**src/rtl/spi_flash_arb_pkg.sv**
```systemverilog
// Shared types and defaults for the two-port SPI flash read arbiter.
package spi_flash_arb_pkg;

  typedef enum logic [1:0] {IDLE, ISSUE, GUARD, WAIT} arb_state_e;

  localparam int ADDR_W_DEF  = 20;
  localparam int DATA_W_DEF  = 32;
  localparam int TIMEOUT_DEF = 4096;

  // Returned to the requester when the flash never releases busy (DATA_W up to 64).
  localparam logic [63:0] TMO_DATA = '1;

endpackage

```
**src/rtl/spi_flash_arb_port.sv**
```systemverilog
// One requester-side slot: captures a pulsed read request, holds its address
// and returned word, and reports busy back in the MappedSPIFlash handshake style.
module spi_flash_arb_port #(
  parameter int ADDR_W = 20,
  parameter int DATA_W = 32
) (
  input  logic              clk,
  input  logic              reset,
  input  logic              rstrb_i,
  input  logic [ADDR_W-1:0] addr_i,
  input  logic              served_i,
  input  logic              wr_i,
  input  logic [DATA_W-1:0] wdata_i,
  output logic              pend_o,
  output logic [ADDR_W-1:0] addr_o,
  output logic [DATA_W-1:0] rdata_o,
  output logic              rbusy_o
);

  logic              pend_q, pend_d;
  logic [ADDR_W-1:0] addr_q, addr_d;
  logic [DATA_W-1:0] rdata_q, rdata_d;
  logic              accept;

  // A strobe is only taken when nothing is outstanding for this port.
  assign accept = rstrb_i & ~pend_q & ~served_i;

  always_comb begin
    pend_d  = pend_q;
    addr_d  = addr_q;
    rdata_d = rdata_q;
    if (accept) begin
      pend_d = 1'b1;
      addr_d = addr_i;
    end
    if (wr_i) begin
      pend_d  = 1'b0;
      rdata_d = wdata_i;
    end
  end

  always_ff @(posedge clk) begin
    if (reset) begin
      pend_q  <= 1'b0;
      rdata_q <= '0;
    end else begin
      pend_q  <= pend_d;
      rdata_q <= rdata_d;
    end
  end

  always_ff @(posedge clk) begin
    addr_q <= addr_d;
  end

  assign pend_o  = pend_q;
  assign addr_o  = addr_q;
  assign rdata_o = rdata_q;
  assign rbusy_o = ~reset & (rstrb_i | pend_q | served_i);

endmodule

```
**src/rtl/spi_flash_arbiter.sv**
```systemverilog
// Round-robin arbiter sharing one MappedSPIFlash read port between two requesters,
// with a busy watchdog. Optional last-word cache: SPI_ARB_LASTWORD_CACHE_EN.
module spi_flash_arbiter
  import spi_flash_arb_pkg::*;
#(
  parameter int ADDR_W  = ADDR_W_DEF,
  parameter int DATA_W  = DATA_W_DEF,
  parameter int TIMEOUT = TIMEOUT_DEF
) (
  input  logic              clk,
  input  logic              reset,
  input  logic              rstrb_0,
  input  logic [ADDR_W-1:0] word_address_0,
  output logic [DATA_W-1:0] rdata_0,
  output logic              rbusy_0,
  input  logic              rstrb_1,
  input  logic [ADDR_W-1:0] word_address_1,
  output logic [DATA_W-1:0] rdata_1,
  output logic              rbusy_1,
  output logic              f_rstrb,
  output logic [ADDR_W-1:0] f_word_address,
  input  logic [DATA_W-1:0] f_rdata,
  input  logic              f_rbusy,
  output logic              err
);

  localparam int                CNT_W    = (TIMEOUT < 2) ? 1 : $clog2(TIMEOUT);
  localparam logic [CNT_W-1:0]  CNT_LAST = CNT_W'(TIMEOUT - 1);
  localparam logic              WD_EN    = (TIMEOUT != 0);
  localparam logic [DATA_W-1:0] TMO_WORD = TMO_DATA[DATA_W-1:0];

  arb_state_e        state_q, state_d;
  logic              grant_q, grant_d, last_q, last_d, err_q, err_d;
  logic [ADDR_W-1:0] faddr_q, faddr_d;
  logic [CNT_W-1:0]  cnt_q, cnt_d;
  logic              pend0, pend1, any_pend, sel, hit, done, tmo, finish;
  logic              served0, served1, wr0, wr1;
  logic [ADDR_W-1:0] addr0, addr1, sel_addr;
  logic [DATA_W-1:0] wdata;

  spi_flash_arb_port #(.ADDR_W(ADDR_W), .DATA_W(DATA_W)) u_port0 (
    .clk(clk), .reset(reset), .rstrb_i(rstrb_0), .addr_i(word_address_0),
    .served_i(served0), .wr_i(wr0), .wdata_i(wdata),
    .pend_o(pend0), .addr_o(addr0), .rdata_o(rdata_0), .rbusy_o(rbusy_0)
  );

  spi_flash_arb_port #(.ADDR_W(ADDR_W), .DATA_W(DATA_W)) u_port1 (
    .clk(clk), .reset(reset), .rstrb_i(rstrb_1), .addr_i(word_address_1),
    .served_i(served1), .wr_i(wr1), .wdata_i(wdata),
    .pend_o(pend1), .addr_o(addr1), .rdata_o(rdata_1), .rbusy_o(rbusy_1)
  );

  // With both pending, the port that was not served last wins.
  assign any_pend = pend0 | pend1;
  assign sel      = (pend0 & pend1) ? ~last_q : pend1;
  assign sel_addr = sel ? addr1 : addr0;
  assign done     = (state_q == WAIT) & ~f_rbusy;
  assign tmo      = (state_q == WAIT) & f_rbusy & WD_EN & (cnt_q == CNT_LAST);
  assign finish   = done | tmo;

`ifdef SPI_ARB_LASTWORD_CACHE_EN
  logic              cvld_q;
  logic [ADDR_W-1:0] caddr_q;
  logic [DATA_W-1:0] cdata_q;

  assign hit = (state_q == IDLE) & any_pend & cvld_q & (caddr_q == sel_addr);

  always_ff @(posedge clk) begin
    if (reset || tmo) cvld_q <= 1'b0;
    else if (done)    cvld_q <= 1'b1;
  end

  always_ff @(posedge clk) begin
    if (done) begin
      caddr_q <= faddr_q;
      cdata_q <= f_rdata;
    end
  end
`else
  assign hit = 1'b0;
`endif

  always_ff @(posedge clk) begin
    if (reset) state_q <= IDLE;
    else       state_q <= state_d;
  end

  always_comb begin
    state_d = state_q;
    unique case (state_q)
      IDLE:    if (any_pend && !hit) state_d = ISSUE;
      ISSUE:   state_d = GUARD;
      GUARD:   state_d = WAIT;
      WAIT:    if (finish) state_d = IDLE;
      default: state_d = IDLE;
    endcase
  end

  always_comb begin
    f_rstrb = (state_q == ISSUE);
    served0 = (state_q != IDLE) & ~grant_q;
    served1 = (state_q != IDLE) & grant_q;
    wr0     = (finish & ~grant_q) | (hit & ~sel);
    wr1     = (finish & grant_q) | (hit & sel);
    wdata   = tmo ? TMO_WORD : f_rdata;
`ifdef SPI_ARB_LASTWORD_CACHE_EN
    if (hit) wdata = cdata_q;
`endif
  end

  always_comb begin
    grant_d = grant_q;
    last_d  = last_q;
    faddr_d = faddr_q;
    cnt_d   = cnt_q;
    err_d   = err_q;
    unique case (state_q)
      IDLE: if (any_pend) begin
        grant_d = sel;
        if (hit) last_d  = sel;
        else     faddr_d = sel_addr;
      end
      GUARD: cnt_d = '0;
      WAIT: begin
        cnt_d = cnt_q + CNT_W'(1);
        if (finish) last_d = grant_q;
        if (tmo)    err_d  = 1'b1;
      end
      default: ;
    endcase
  end

  always_ff @(posedge clk) begin
    if (reset) begin
      grant_q <= 1'b0;
      last_q  <= 1'b1;
      faddr_q <= '0;
      cnt_q   <= '0;
      err_q   <= 1'b0;
    end else begin
      grant_q <= grant_d;
      last_q  <= last_d;
      faddr_q <= faddr_d;
      cnt_q   <= cnt_d;
      err_q   <= err_d;
    end
  end

  assign f_word_address = faddr_q;
  assign err            = err_q;

endmodule

```
**config.mk**
```make
export PLATFORM = sky130hd
export DESIGN_NAME = spi_flash_arbiter
export DESIGN_NICKNAME = d
export VERILOG_FILES = /design/src/rtl/spi_flash_arb_pkg.sv /design/src/rtl/spi_flash_arb_port.sv /design/src/rtl/spi_flash_arbiter.sv
export SDC_FILE = /design/constraint.sdc
export NUM_CORES = 1
export LEC_CHECK = 0
export CAP_MARGIN = 30
export CORE_UTILIZATION = 43
export DETAILED_ROUTE_END_ITERATION = 8
export PLACE_DENSITY = 0.74
export SYNTH_ARGS = -nofsm -noshare
export SYNTH_HDL_FRONTEND = slang
export SYNTH_SLANG_ARGS = --single-unit
```
**constraint.sdc**
```tcl
create_clock -name clk -period 3.9 [get_ports clk]
set_input_delay 0.78 -clock clk [delete_from_list [all_inputs] [get_ports clk]]
set_output_delay 0.78 -clock clk [all_outputs]
set_load 0.005 [all_outputs]
```
==> run summary <==
The flow ran to the end, and the final reports show no timing, DRC or antenna violations. The antenna diode count is 0. The area overhead of the layout relative to synthesis is 41.71%.

The mux share of post-synthesis cell area is 4.005%. The setup TNS came out at 0 ns. Setup violations remaining at the end of the flow were counted as 0.

Data arrives at the worst endpoint at 2.09 ns. Global routing used 21.88% of the available tracks across all layers. The number of flip-flops and latches in the synthesized netlist is 143. The count of vias placed by the detailed router is 4679.

After detailed placement, the total cell area comes to 7249 um^2. The number of placement rows is 41. The height of the die is 115.4 um. The number of slew-limit violations in the final report is 0. The maximum count of clock buffers along a single path is 2. The clock insertion delay at the later pin of the skew report came out at 0.41 ns. The worst slack at placement is 1.181 ns. The post-detailed-route via-to-cell ratio came out at 5.335. The worst path uses 73.55% of the clock period. Summed over all instances, the cell type with the most area after synthesis is sky130_fd_sc_hd__dfxtp_1.

Setup repair after global routing left no endpoint under its margin. After layout, the worst setup slack is 1.032 ns. sky130_fd_sc_hd__dfxtp_1 is the most common cell in the netlist. The critical path is of the flop to primary output type. After synthesis, the largest family of logic cells by area is simple AND/OR/NAND/NOR gates.

The number of nets in the synthesized netlist is 622. The number of cells on the worst reg-to-reg path is 6. The worst endpoint required time came out at 3.12 ns. By area the synthesized netlist is led by sky130_fd_sc_hd__dfxtp_1 (37%), sky130_fd_sc_hd__edfxtp_1 (22%), sky130_fd_sc_hd__nor2_1 (6.6%). The count of instances resized after the clock tree is built is 0. The overall overflow remaining after global route is 0. The number of nets still failing antenna checks after routing is 0. The largest net degree at the start of global routing came out at 66. The number of buffers added by the clock tree synthesis step came out at 17.

In this run the clock root is driven by a sky130_fd_sc_hd__clkbuf_16. The relative max-transition margin is 50.46%. The clock-pin slew on the worst setup and hold paths came out at 0.05 ns.

The first detailed-routing pass took 5 iterations. After synthesis, the netlist uses 51 different library cells. The final layout contains 774 nets. The prevailing post-synth register cell is sky130_fd_sc_hd__dfxtp_1. The number of max-cap violations came out at 0. The maximum achievable frequency is 0.3486 GHz. The mean cell area of the mapped netlist is 10.24 um^2. The worst register-to-register path has a setup slack of 1.31 ns. The worst register-to-register path ends at u_port0.rdata_o[31]$_SDFFE_PP0P_. After synthesis the cells add up to 5529 um^2. The start point of the critical path is state_q[0]$_SDFFE_PP0P_.

The critical path ends at rbusy_1. The post-cts hold buffer count came out at 0. Once the clock tree was built, the setup fixing pass inserted 0 buffers. The worst flop-to-flop path startpoint is state_q[0]$_SDFFE_PP0P_. The level count of the clock H-tree is 4. After synthesis, the share of flip-flops with an asynchronous set or reset is 0%. The final critical delay including setup and external delays came out at 2.868 ns. The number of buffers inserted by port buffering is 164.

With fillers left out, the area of the finished cells amounts to 7835 um^2. The violation count after the first detailed-routing iteration is 385. The average wire length per cell after detail routing came out at 15.76 um. The count of endpoints failing hold in the final timing report came out at 0. The initial antenna violation count came out at 0. The sum of net half-perimeters after detailed placement is 9269 um. The cell leakage power is 2.944 nW. The floorplan die area came out at 13320 um^2. The area share of fa/ha/maj cells after synthesis is 1.131%. The overall die width is 115.4 um.

The post-route clock skew came out at 0.007041 ns. The top-area cell type share of the netlist area came out at 37.29%. The number of top-level design ports is 165. Across the VDD grid, the largest voltage drop is 0.3171 mV. The kind of end point of the critical path is a primary output.

The fraction of final layout cells sized beyond drive strength 1 came out at 7.943%. TritonCTS built the clock tree. The clock sink count came out at 143. The total power is 0.004277 W. Sequential cells were found to cover 59.02% of the synthesized design area. The total core area came out at 12570 um^2. The instance count of the mapped netlist is 540. The total wire length is 13820 um.

Of all nets on the critical path, the largest fanout is 7. The initial core utilization came out at 43.99%. The total power density per cell area is 545.9 nW/um^2.

The simple-gate share of the synthesized area came out at 18.40%. The slew at the pin closest to its max-slew limit is 0.7431 ns. The number of remaining DRC errors is 0. The placer congestion estimate came out at 0.7958. By count the netlist is led by sky130_fd_sc_hd__dfxtp_1 (103), sky130_fd_sc_hd__nor2_1 (97), sky130_fd_sc_hd__nor3_1 (68). The worst hold path belongs to the class flop to flop.

Summing the areas of all compound-gate instances in the mapped netlist gives 13.15% of the synthesized area. The startpoint type of the worst setup path is a flop. The xor/xnor cell area share of the yosys netlist came out at 0%.

The first-pass GRT wire length came out at 22370 um. The number of enable-type register cells in the synthesized netlist came out at 40. The number of global-route vias before repair is 4574. The number of warning messages in the yosys log is 0.
==> worst min path at each step <==
stage,startpoint,end,slack (ns),cells after the start
after detailed placement,last_q$_SDFFE_PP1P_,last_q$_SDFFE_PP1P_,0.48,1
after CTS,last_q$_SDFFE_PP1P_,last_q$_SDFFE_PP1P_,0.49,1
final,err$_SDFFE_PP0P_,err$_SDFFE_PP0P_,0.48,2
after floorplan,last_q$_SDFFE_PP1P_,last_q$_SDFFE_PP1P_,0.44,1
after global routing,last_q$_SDFFE_PP1P_,last_q$_SDFFE_PP1P_,0.52,1
after global placement,err$_SDFFE_PP0P_,err$_SDFFE_PP0P_,0.45,2
==> placed cells by master (no fill, tap or decap), types with 2 or more instances in the layout <==
cell type / Yosys / layout
sky130_fd_sc_hd__nand4_1: 2 / 2
sky130_fd_sc_hd__nand2_1: 8 / 8
sky130_fd_sc_hd__a41o_1: 2 / 2
sky130_fd_sc_hd__clkinv_2: 0 / 4
sky130_fd_sc_hd__clkinv_4: 0 / 2
sky130_fd_sc_hd__o21ai_0: 46 / 46
sky130_fd_sc_hd__nor3b_1: 4 / 2
sky130_fd_sc_hd__nor2_1: 97 / 97
sky130_fd_sc_hd__dfxtp_1: 103 / 103
sky130_fd_sc_hd__a21oi_1: 10 / 10
sky130_fd_sc_hd__clkbuf_16: 0 / 17
sky130_fd_sc_hd__inv_1: 4 / 4
sky130_fd_sc_hd__nor3_1: 68 / 68
sky130_fd_sc_hd__ha_1: 5 / 5
sky130_fd_sc_hd__bufinv_16: 0 / 2
sky130_fd_sc_hd__nand3_1: 5 / 5
sky130_fd_sc_hd__nor3b_2: 0 / 2
sky130_fd_sc_hd__buf_4: 3 / 10
sky130_fd_sc_hd__a311oi_1: 4 / 4
sky130_fd_sc_hd__nor2b_1: 5 / 4
sky130_fd_sc_hd__edfxtp_1: 40 / 40
sky130_fd_sc_hd__and3_1: 3 / 3
sky130_fd_sc_hd__o21ai_1: 18 / 18
sky130_fd_sc_hd__clkdlybuf4s50_1: 0 / 163
sky130_fd_sc_hd__and4_1: 3 / 3
sky130_fd_sc_hd__clkbuf_8: 0 / 3
sky130_fd_sc_hd__nand2b_1: 3 / 3
sky130_fd_sc_hd__mux2i_1: 21 / 21
sky130_fd_sc_hd__or2_2: 2 / 2
sky130_fd_sc_hd__a41oi_2: 2 / 2
sky130_fd_sc_hd__clkbuf_1: 18 / 2
sky130_fd_sc_hd__a211oi_1: 21 / 21
==> logic make-up after synthesis <==
family / Yosys count
flops: 143
fa+ha+maj: 5
buf+inv: 45
compound gates: 115
mux: 22
simple gates: 210
==> per-layer routing <==
metal,up-vias,routed length [um],GRT usage (%)
met5,-,0,0
met4,0,223,8.831
met3,20,1192,6.484
met2,205,6441,36.05
met1,2201,5962,26.83
li1,2253,-,-
==> final cells by class <==
type	instances	area, um^2
Tap cell	172	215.2
Sequential cell	143	3263
Timing Repair Buffer	174	1712
Inverter	4	15.01
Clock inverter	10	111.4
Clock buffer	22	474.2
Fill cell	1020	4733
Multi-Input combinational cell	352	2044
==> sequential cells by signal, summed over array words and instances (netlist names), 2 cells and up <==
signal           count
u_port1.addr_o      20
u_port1.rdata_o     32
u_port0.addr_o      20
u_port0.rdata_o     32
cnt_q               12
f_word_address      20
state_q              2
==> where the power goes <==
group	internal (W)	switching (W)	leakage [nW]	total [W]
Combinational	0.000443	0.000392	1.44	0.000835
Clock	0.000989	0.000586	0.290	0.00157
Sequential	0.00175	0.000112	1.21	0.00187
==> metrics by stage <==
step                util, %  hold slack (ns)  std cells
finish                62.34           0.4835        877
global route          62.34           0.5175        877
CTS                   62.34           0.4936        877
detailed placement    57.68           0.4764        845
global placement      57.68           0.4510        845
floorplan                 -           0.4356        540
==> worst max-delay path: stages, from the launching register on <==
cell	delay [ns]
sky130_fd_sc_hd__dfxtp_1	0.38
sky130_fd_sc_hd__inv_1	0.08
sky130_fd_sc_hd__ha_1	0.30
sky130_fd_sc_hd__nor2b_1	0.26
sky130_fd_sc_hd__nor3_1	0.07
sky130_fd_sc_hd__nor2_1	0.09
sky130_fd_sc_hd__clkdlybuf4s50_1	0.50
No activity file was read; power rests on OpenSTA's default activity.
==> variant 1, RTL diff (same settings) <==
The option `SPI_ARB_LASTWORD_CACHE_EN` is turned on by a define.
--- a/src/rtl/spi_flash_arbiter.sv
+++ b/src/rtl/spi_flash_arbiter.sv
@@ -1,4 +1,6 @@
 // Round-robin arbiter sharing one MappedSPIFlash read port between two requesters,
 // with a busy watchdog. Optional last-word cache: SPI_ARB_LASTWORD_CACHE_EN.
+`define SPI_ARB_LASTWORD_CACHE_EN
+
 module spi_flash_arbiter
   import spi_flash_arb_pkg::*;
Function: changed (a bounded check fails within 10 cycles, from zero or initial values and one cycle with reset high).
==> variant 1 against the original RTL <==
Final area is 30% higher; routed wire length grew 37%; synthesized area up 41%; largest cell class unchanged; total power rose by 27%; global-route usage down 1.1 points; sequential cell count up 53; setup slack lost 0.50 ns; register-to-register slack worse by 0.78 ns; sequential power is 41% higher.
==> variant 1: results (changes against the original RTL) <==
dpl cells=983 (+16%); share of cells above drive strength 1=11.9% (+4.0 points); gpl congestion=0.816 (+2.6%); Rel. slew slack=48.4% (-2.1 points); Switching Fraction=28.3% (+2.8 points); Mapped Nets=698 (+12%); crit-path max FO=35 (+28); Critical Path Slowest Stage Cell=a21boi_4; fraction of area in clock buffers and inverters=5.60% (-1.9 points); Yosys cell types=63 (+24%); vias per cell=5.57 (+4.4%); Clock Skew=0.00763 ns (+0.000587 ns); initial drt markers=391 (+1.6%); vias in the first global route=5814 (+27%); sw power=1.54 mW (+41%); crit-path leading delay family=compound AO/OA/AOI/OAI gates; synthesized area per cell=12.7 um^2 (+24%); max incr delay on CP=0.62 ns (+0.12 ns); Worst Setup SP=u_port1.pend_o; outcome=completed; multi-input gates=366 (+4.0%); Clk power=1.70 mW (+8%); pre-CTS setup slack=0.514 ns (-0.667 ns); register area share after synthesis=62.1% (+3.0 points); crit path capture=u_port0.rdata_o[28]; Via Count=5655 (+21%); non-clock buffer count=178 (+2.3%); Post-synth EDFFs=92 (+130%); top post-synthesis cells by count=104 x dfxtp_1, 92 x edfxtp_1, 62 x o2bb2ai_1, 51 x nor2_1, 41 x mux2i_1; Fill cells=1396 (+37%); Final HPWL DP=12800 um (+38%); layout net count=859 (+11%); FF-to-FF path depth=10 (+4); worst r2r dst=u_port0.rdata_o[28]; top area cells in the synthesized netlist=edfxtp_1 35%, dfxtp_1 27%, o2bb2ai_1 7.0%; Final non-clock buffer share=17.2% (-4.6 points); DR pass1 iterations=6 (+1)
## variant 1: cell types whose count changed after synthesis, sizes merged, moves of 7 or more
cell     before  now
mux2i        21   43
or2           3   34
o2bb2ai       0   64
a311oi        4   13
o21ai        64    8
inv           4   18
nor3         69    4
nand2         8   34
xnor2         0   11
nor2         97   51
xor2          0    7
edfxtp       40   92
## variant 1: logic make-up after synthesis
family / synth area share [%]
AO/OA/AOI/OAI: 15.4
XOR/XNOR: 2.12
adder cells (fa/ha/maj): 0.801
buffers and inverters: 4.02
flip-flops: 62.1
multiplexers: 5.87
AND/OR/NAND/NOR: 9.74
## variant 1: how the worst min path moves through the flow
stage | from | end | slack (ns) | cells past startpoint
2_1_floorplan | cnt_q[3] | cnt_q[3] | 0.44 | 1
3_3_place_gp | u_port1.rdata_o[9] | u_port1.rdata_o[9] | 0.44 | 1
3_5_place_dp | u_port1.rdata_o[19] | u_port1.rdata_o[19] | 0.45 | 1
4_1_cts | u_port1.rdata_o[18] | u_port1.rdata_o[18] | 0.47 | 1
5_1_grt | u_port1.rdata_o[19] | u_port1.rdata_o[19] | 0.47 | 1
6_report | u_port1.rdata_o[18] | u_port1.rdata_o[18] | 0.46 | 1
## variant 1: routing by layer
layer	track usage (%)	share of wire, %	up-vias	routed length [um]
met5	0	0	-	0
met4	7.22	1.6	0	300
met3	3.67	6.8	27	1300
met2	36.0	49	255	9230
met1	26.1	43	2751	8150
li1	-	-	2622	-
## variant 1: per-stage QoR
step / hold WS, ns / util [%] / area [um^2]
2_1_floorplan: 0.443 / - / 7810
5_1_grt: 0.475 / 58.2 / 10200
6_report: 0.464 / 58.2 / 10200
3_5_place_dp: 0.449 / 54.9 / 9630
4_1_cts: 0.468 / 58.2 / 10200
3_3_place_gp: 0.443 / 54.9 / 9630
==> variant 2, RTL diff (same flow settings) <==
Without the edit above. `faddr_q` no longer has a reset.
--- a/src/rtl/spi_flash_arbiter.sv
+++ b/src/rtl/spi_flash_arbiter.sv
@@ -135,5 +135,4 @@
       grant_q <= 1'b0;
       last_q  <= 1'b1;
-      faddr_q <= '0;
       cnt_q   <= '0;
       err_q   <= 1'b0;
@@ -141,8 +140,11 @@
       grant_q <= grant_d;
       last_q  <= last_d;
-      faddr_q <= faddr_d;
       cnt_q   <= cnt_d;
       err_q   <= err_d;
     end
+  end
+
+  always_ff @(posedge clk) begin
+    faddr_q <= faddr_d;
   end
 
Formal check against the unedited RTL: differs if reset is asserted again (counterexample within 4 cycles, from zero or initial values and one cycle with reset high); with reset held inactive, the same outputs for 10 cycles.
==> variant 2 against the original RTL <==
Final area fell by 1.2%; synthesized area down 1.3%; clock power fell by 8%; synthesized cell count fell by 21%; first-iteration DRC count down 52%; routed wire length down 9.4%; core utilization is 1.1 points higher; sequential cell count unchanged; setup slack worse by 0.044 ns; cell count down 13%; total power shrank 4.6%; critical endpoint is now u_port1.rdata_o[24]; largest cell class unchanged.
==> variant 2: results (changes against the original RTL) <==
outcome=completed; M3 GR Usage=6.62% (+0.13 points); pin count of the biggest net entering global routing=87 (+32%); placed inst area=7210 um^2 (-0.53%); LEAKAGE=2.88 nW (-2.1%); Clock Skew=0.00734 ns (+0.000299 ns); Final HPWL DP=8350 um (-9.9%); met2 WL=6000 um (-6.9%); DR WL met3=986 um (-17%); Via Count=3901 (-17%); Crit Reg-Reg Startpoint=state_q[1]; Critical Path Slowest Stage Cell=or3_2; top post-synthesis cells by count=83 x dfxtp_1, 67 x mux2i_1, 60 x edfxtp_1, 44 x o21ai_0, 25 x o21ai_1; post-synthesis compound-gate area fraction=9.56% (-3.6 points); Worst EP arrival=3.16 ns (+1.07 ns); pre-CTS setup slack=1.04 ns (-0.138 ns); max incr delay on CP=0.98 ns (+0.48 ns); FF-to-FF path depth=5 (-1); layout net count=667 (-14%); Rel. slew slack=34.3% (-16 points); Clk power=1.44 mW (-8%); Worst Setup SP=state_q[1]; GR Layer Usage met1=22.0% (-4.9 points); PortBufs=164 (unchanged); dpl cells=734 (-13%); register area share after synthesis=63.5% (+4.4 points); CTS resizes=0 (unchanged); global-route wire length before repair=19200 um (-14%); crit-path max FO=32 (+25); Power Sequential=1.89 mW; post-synthesis mux area share=16.6% (+13 points); crit-path leading delay family=simple AND/OR/NAND/NOR gates; initial drt markers=185 (-52%); Wirelength per Cell=16.4 um (+3.9%); Worst Hold Slack=0.469 ns (-0.0148 ns); crit path capture=u_port1.rdata_o[24]; flop-to-flop setup slack=0.99 ns (-0.32 ns); gpl congestion=0.750 (-5.8%); gr usage total=19.4% (-2.5 points); Post-Synth Adder-Cell Area=1.15% (+0.015 points); sw power=1.01 mW (-7.5%); Fill cells=984 (-3.5%); met2 usage=33.3% (-2.7 points); Yosys cell types=42 (-18%); Max VDD drop=0.385 mV (+21%); Mapped Nets=506 (-19%); fin crit share=74.7% (+1.1 points); Pint=3.07 mW (-3.7%); synthesized area per cell=12.9 um^2 (+26%); Finished Layout Cells=765 (-13%); DR pass1 iterations=4 (-1)
variant 2: cell types whose count changed in the layout (fill, tap and decap cells not counted), sizes merged, moves of 5 or more:
cell | before | now
mux2 | 1 | 21
a211oi | 21 | 2
nand2 | 8 | 13
edfxtp | 40 | 60
clkinv | 6 | 12
buf | 11 | 6
dfxtp | 103 | 83
mux2i | 21 | 67
nor2 | 97 | 19
nor3 | 69 | 8
o21ai | 64 | 69
variant 2: tightest hold or removal path: cells and delay by family (launching register included):
family / cells / cell delay (ns)
AOI/OAI and AO/OA: 1 / 0.04
and+or+nand+nor: 1 / 0.07
DFF: 1 / 0.32
variant 2: cell type report:
cell class | count | area (um^2) | share of cell area, %
repair buffers | 169 | 1670 | 21.6
flip-flops and latches | 143 | 3460 | 44.7
clock inverters | 12 | 97.6 | 1.26
inverters | 6 | 22.5 | 0.291
multi-input cells | 248 | 1840 | 23.8
clock buffers | 19 | 433 | 5.59
well taps | 168 | 210 | 2.72
